[src/rtl/rr_port_mux.sv]
// N-port round-robin merge onto a single registered valid/ready output stage,
// tagging each word with its source port and counting accepted words per port.
module rr_port_mux #(
    parameter int  NUM_PORTS  = 4,
    parameter int  DATA_WIDTH = 8,
    parameter int  CNT_WIDTH  = 16,
    localparam int PW         = (NUM_PORTS > 1) ? $clog2(NUM_PORTS) : 1
) (
    input  logic                            clk,
    input  logic                            rst,
    input  logic [NUM_PORTS-1:0]            in_valid,
    output logic [NUM_PORTS-1:0]            in_ready,
    input  logic [NUM_PORTS*DATA_WIDTH-1:0] in_data,
    output logic                            out_valid,
    input  logic                            out_ready,
    output logic [DATA_WIDTH-1:0]           out_data,
    output logic [PW-1:0]                   out_port,
    output logic [NUM_PORTS*CNT_WIDTH-1:0]  xfer_count
);

    logic                  out_valid_q, out_valid_d;
    logic [DATA_WIDTH-1:0] out_data_q,  out_data_d;
    logic [PW-1:0]         out_port_q,  out_port_d;
    logic [PW-1:0]         ptr_q,       ptr_d;
    logic [CNT_WIDTH-1:0]  cnt_q [NUM_PORTS];
    logic [CNT_WIDTH-1:0]  cnt_d [NUM_PORTS];

    logic                  load_en_s;
    logic                  grant_any_s;
    logic [NUM_PORTS-1:0]  grant_s;
    logic [PW-1:0]         grant_idx_s;
    logic [PW-1:0]         idx_v;
    logic [DATA_WIDTH-1:0] sel_data_s;

    // Arbiter: first valid port at or after ptr, only when the output can load
    always_comb begin
        load_en_s   = !out_valid_q || out_ready;
        grant_any_s = 1'b0;
        grant_s     = '0;
        grant_idx_s = '0;
        sel_data_s  = '0;
        idx_v       = '0;
        for (int k = 0; k < NUM_PORTS; k++) begin
            idx_v = PW'((int'(ptr_q) + k) % NUM_PORTS);
            if (load_en_s && !grant_any_s && in_valid[idx_v]) begin
                grant_any_s     = 1'b1;
                grant_s[idx_v]  = 1'b1;
                grant_idx_s     = idx_v;
                sel_data_s      = in_data[int'(idx_v)*DATA_WIDTH +: DATA_WIDTH];
            end else begin
                grant_any_s = grant_any_s;
            end
        end
    end

    assign in_ready = grant_s;

    // Next-state: a grant loads (and may simultaneously replace a draining word)
    always_comb begin
        out_valid_d = out_valid_q;
        out_data_d  = out_data_q;
        out_port_d  = out_port_q;
        ptr_d       = ptr_q;
        for (int i = 0; i < NUM_PORTS; i++) begin
            cnt_d[i] = cnt_q[i];
        end
        if (grant_any_s) begin
            out_valid_d = 1'b1;
            out_data_d  = sel_data_s;
            out_port_d  = grant_idx_s;
            if (int'(grant_idx_s) == NUM_PORTS - 1) begin
                ptr_d = '0;
            end else begin
                ptr_d = grant_idx_s + PW'(1);
            end
            if (cnt_q[grant_idx_s] != {CNT_WIDTH{1'b1}}) begin
                cnt_d[grant_idx_s] = cnt_q[grant_idx_s] + CNT_WIDTH'(1);
            end else begin
                cnt_d[grant_idx_s] = cnt_q[grant_idx_s];
            end
        end else if (out_valid_q && out_ready) begin
            out_valid_d = 1'b0;
        end else begin
            out_valid_d = out_valid_q;
        end
    end

    // State registers with synchronous reset
    always_ff @(posedge clk) begin
        if (rst) begin
            out_valid_q <= 1'b0;
            out_data_q  <= '0;
            out_port_q  <= '0;
            ptr_q       <= '0;
            for (int i = 0; i < NUM_PORTS; i++) begin
                cnt_q[i] <= '0;
            end
        end else begin
            out_valid_q <= out_valid_d;
            out_data_q  <= out_data_d;
            out_port_q  <= out_port_d;
            ptr_q       <= ptr_d;
            for (int i = 0; i < NUM_PORTS; i++) begin
                cnt_q[i] <= cnt_d[i];
            end
        end
    end

    // Flatten counters into the same slicing as in_data
    always_comb begin
        xfer_count = '0;
        for (int i = 0; i < NUM_PORTS; i++) begin
            xfer_count[i*CNT_WIDTH +: CNT_WIDTH] = cnt_q[i];
        end
    end

    assign out_valid = out_valid_q;
    assign out_data  = out_data_q;
    assign out_port  = out_port_q;

endmodule

[config.mk]
export PLATFORM = sky130hd
export DESIGN_NAME = rr_port_mux
export DESIGN_NICKNAME = d
export VERILOG_FILES = /design/src/rtl/rr_port_mux.sv
export SDC_FILE = /design/constraint.sdc
export NUM_CORES = 1
export LEC_CHECK = 0
export ABC_AREA = 1
export BUFFER_PORTS_ARGS = -buffer_cell sky130_fd_sc_hd__buf_2
export CAP_MARGIN = 20
export CORE_MARGIN = 4
export CORE_UTILIZATION = 40
export CTS_CLUSTER_SIZE = 25
export DETAILED_ROUTE_END_ITERATION = 8
export PLACE_DENSITY = 0.68
export REMOVE_ABC_BUFFERS = 1
export SLEW_MARGIN = 20
export SYNTH_ARGS = -nofsm -noshare
export SYNTH_HDL_FRONTEND = slang
export SYNTH_SLANG_ARGS = --single-unit
[constraint.sdc]
create_clock -name clk -period 9.4 [get_ports clk]
set_clock_uncertainty 0.15 [all_clocks]
set_input_delay 0.47 -clock clk [delete_from_list [all_inputs] [get_ports clk]]
set_output_delay 0.47 -clock clk [all_outputs]
set_load 0.05 [all_outputs]
==> impl_metrics.tcl <==
set metrics [dict create \
    path_clk_slew_ns 0.06 \
    outcome "complete, no violations" \
    fin_crit_ns 6.66 \
    cp_max_fo 51 \
    portBuffers 117 \
    grt_pass1_wl_mm 28.1 \
    dr.pass1.iters 5 \
    critPathRequiredTime_ns 9.49 \
    synth_edf_count 0 \
    setup_tns_ns 0 \
    crit_path_cell_trace "inv_1 -> ha_1 -> inv_1 -> nand3_2 -> nand2_1 -> nand4_2 -> nor2_4 -> nand2_4 -> nand2_4 -> inv_1 -> ha_1 -> nand2_1 -> clkinv_1 -> nor2_1 -> nor2_1 -> o21ai_1 -> inv_1" \
    die_h_um 128 \
    timing.final.max_slew_violations 0 \
    clkSinkCount 77 \
    synth_compound_area_share_pct 15.8 \
    route.vias.total 6264 \
    rsz0062_at_grt "false" \
    final_common_cell "nand2_1" \
    netlist_area_um2 5740 \
    critPathLaunchType "register" \
    final_cell_mix "nand2_1 (298), buf_2 (117), inv_1 (100), nand3_1 (89), dfxtp_1 (76)" \
    coreArea_um2 14000 \
    syn_inst 943 \
    hp-start "out_port[1]" \
    path_class "reg -> reg" \
    ys_seq_elements 77 \
    cp-end-kind "register" \
    final_nets 1071 \
    ys.warnings.count 0 \
    ant_nets 0 \
    hold_class "reg -> reg" \
    dp_hpwl_mm 12.3 \
    path_common_cell "inv_1" \
    antenna_found_initial 0 \
    hold_violations 0 \
    numCtsBuffers 9 \
    cp_num_buf_inv 5 \
    yosys.area_share.simple_pct 40.8 \
    viasPerCell 5.19 \
    cp.arrival_ns 6.75 \
    floorplan.rows 43 \
    grt_pass1_vias 5539 \
    synth_top_family_by_area "simple AND/OR/NAND/NOR gates" \
    wire_per_inst_um 14.5 \
    h-tree-depth 3 \
    dominantRegCellSynth "dfxtp_1" \
    cts_setup_buffers 0 \
    whs_endpoint "out_port[1]" \
    setup_viol 0 \
    drive_gt1_share_pct 18.0 \
    synth_cell_type_count 36 \
    cts-root-buf "clkbuf_16" \
    initial_utilization_pct 41.0 \
    drt-initial-drc-count 639 \
    grt_max_degree 52 \
    areaGrowthSynthToFinish_pct 15.1 \
    synthArstFlopShare_pct 0 \
    clk_latency_ns 0.35 \
    whs_path_depth 2 \
    cp_top_family "simple AND/OR/NAND/NOR gates" \
    rrSetupSlack_ns 2.74 \
    grt-ovfl-total 0 \
    die_w_um 128 \
    worst-path-stages 17 \
    drv_cap 0 \
    drt_wl_total_mm 17.5 \
    clockBufferDepth 2 \
    cts_tree "built" \
    cts.repair.resized 0 \
    worstRegToRegCells 17 \
    slew_headroom_pct 36.9 \
    yosys-mux-area-fraction_pct 2.44 \
    antenna_cells 0 \
    io_pins 118 \
    cpPeakStageDelay_ns 0.84 \
    routabilityCongestion 0.901 \
    finalCritPeriodShare_pct 70.8 \
    synth_xor_xnor_area_share_pct 0.153 \
    max_freq_mhz 150 \
    track_usage_pct 20.9 \
    worstMarginPinSlew_ns 0.947 \
    fill_cells 1455 \
    cpMaxStageDelayCell "dfxtp_1" \
    hold_buffers 0 \
    r2r-end "cnt_q[0][11]" \
    ys_seq_area_share_pct 26.9 \
    design.die.area_um2 16300 \
    avgSynthCellArea_um2 6.08 \
    synth_fa_ha_area_share_pct 1.96 \
    drc_errors 0 \
    r2r_start "ptr_q[1]" \
]
==> state kept, by name (all words and copies together) (netlist names) <==
| signal | cells |
|---|---|
| ptr_q | 2 |
| out_data | 8 |
| out_valid | 1 |
| out_port | 2 |
| cnt_q | 64 |
==> stage by stage <==
stage          util, %  setup slack (ns)  hold WS, ns  instances  area [µm²]
6_report          47.2              2.74        0.316       1207        6600
2_1_floorplan        -              3.98        0.389        893        5450
5_1_grt           47.2              2.14        0.334       1207        6600
3_5_place_dp      44.9              2.90        0.300       1192        6280
3_3_place_gp      44.9              3.09        0.311       1192        6280
4_1_cts           47.2              2.89        0.316       1207        6600
==> kinds of logic after synthesis <==
kind of cell | after synthesis
compound gates | 165
simple gates | 521
fa+ha+maj | 9
mux | 14
flops | 77
xor+xnor | 1
buf+inv | 156
==> how the worst max path moves through the flow <==
stage          startpoint           end  slack [ns]
6_report         ptr_q[1]  cnt_q[0][11]        2.74
3_5_place_dp     ptr_q[1]  cnt_q[0][11]        2.90
2_1_floorplan    ptr_q[0]   cnt_q[2][7]        3.98
3_3_place_gp     ptr_q[1]  cnt_q[0][11]        3.09
5_1_grt          ptr_q[1]  cnt_q[0][13]        2.14
4_1_cts          ptr_q[1]  cnt_q[0][11]        2.89
==> cells in the mapped netlist, types with 5 or more instances <==
library cell / n / area share, %
buf_4: 5 / 0.65
nand2_2: 20 / 2.2
buf_2: 10 / 0.87
o21ai_1: 10 / 0.87
ha_1: 9 / 2.0
nor2_1: 70 / 4.6
nand3_2: 16 / 2.8
nand4_1: 5 / 0.55
mux2i_1: 14 / 2.4
nor2_4: 5 / 0.98
clkbuf_1: 26 / 1.7
o21ai_0: 71 / 6.2
a21oi_1: 58 / 5.1
dfxtp_1: 77 / 27
a32oi_1: 7 / 1.1
nand2_1: 298 / 19
buf_6: 6 / 1.2
nand3_1: 89 / 7.8
a41oi_1: 7 / 1.1
nand3b_1: 9 / 1.2
inv_1: 100 / 6.5
==> layer usage <==
metal	share of wire (%)	wire [µm]	global-route usage [%]
met1	46	7990	29.6
met2	45	7940	32.3
met3	7.1	1240	4.08
met4	2.1	362	6.37
met5	0	0	0
==> worst reg2reg max path: stages (launching register included) <==
cell and delay [ns]:
dfxtp_1 0.84, inv_1 0.59, ha_1 0.66, inv_1 0.51, nand3_2 0.16, nand2_1 0.16, nand4_2 0.17, nor2_4 0.31
nand2_4 0.25, nand2_4 0.49, inv_1 0.23, ha_1 0.32, nand2_1 0.52, clkinv_1 0.73, nor2_1 0.25, nor2_1 0.05
o21ai_1 0.10, inv_1 0.05
==> cell type report <==
type / count / area (µm²) / area share (%)
Multi-Input combinational cell: 710 / 3510 / 53.2
Sequential cell: 77 / 1540 / 23.4
Timing Repair Buffer: 119 / 601 / 9.09
Inverter: 106 / 398 / 6.03
Clock buffer: 12 / 256 / 3.88
Tap cell: 180 / 225 / 3.41
Clock inverter: 3 / 68.8 / 1.04
Power is not shown: default switching activity piles up to over one toggle a cycle in this logic, so the estimate is an artifact.
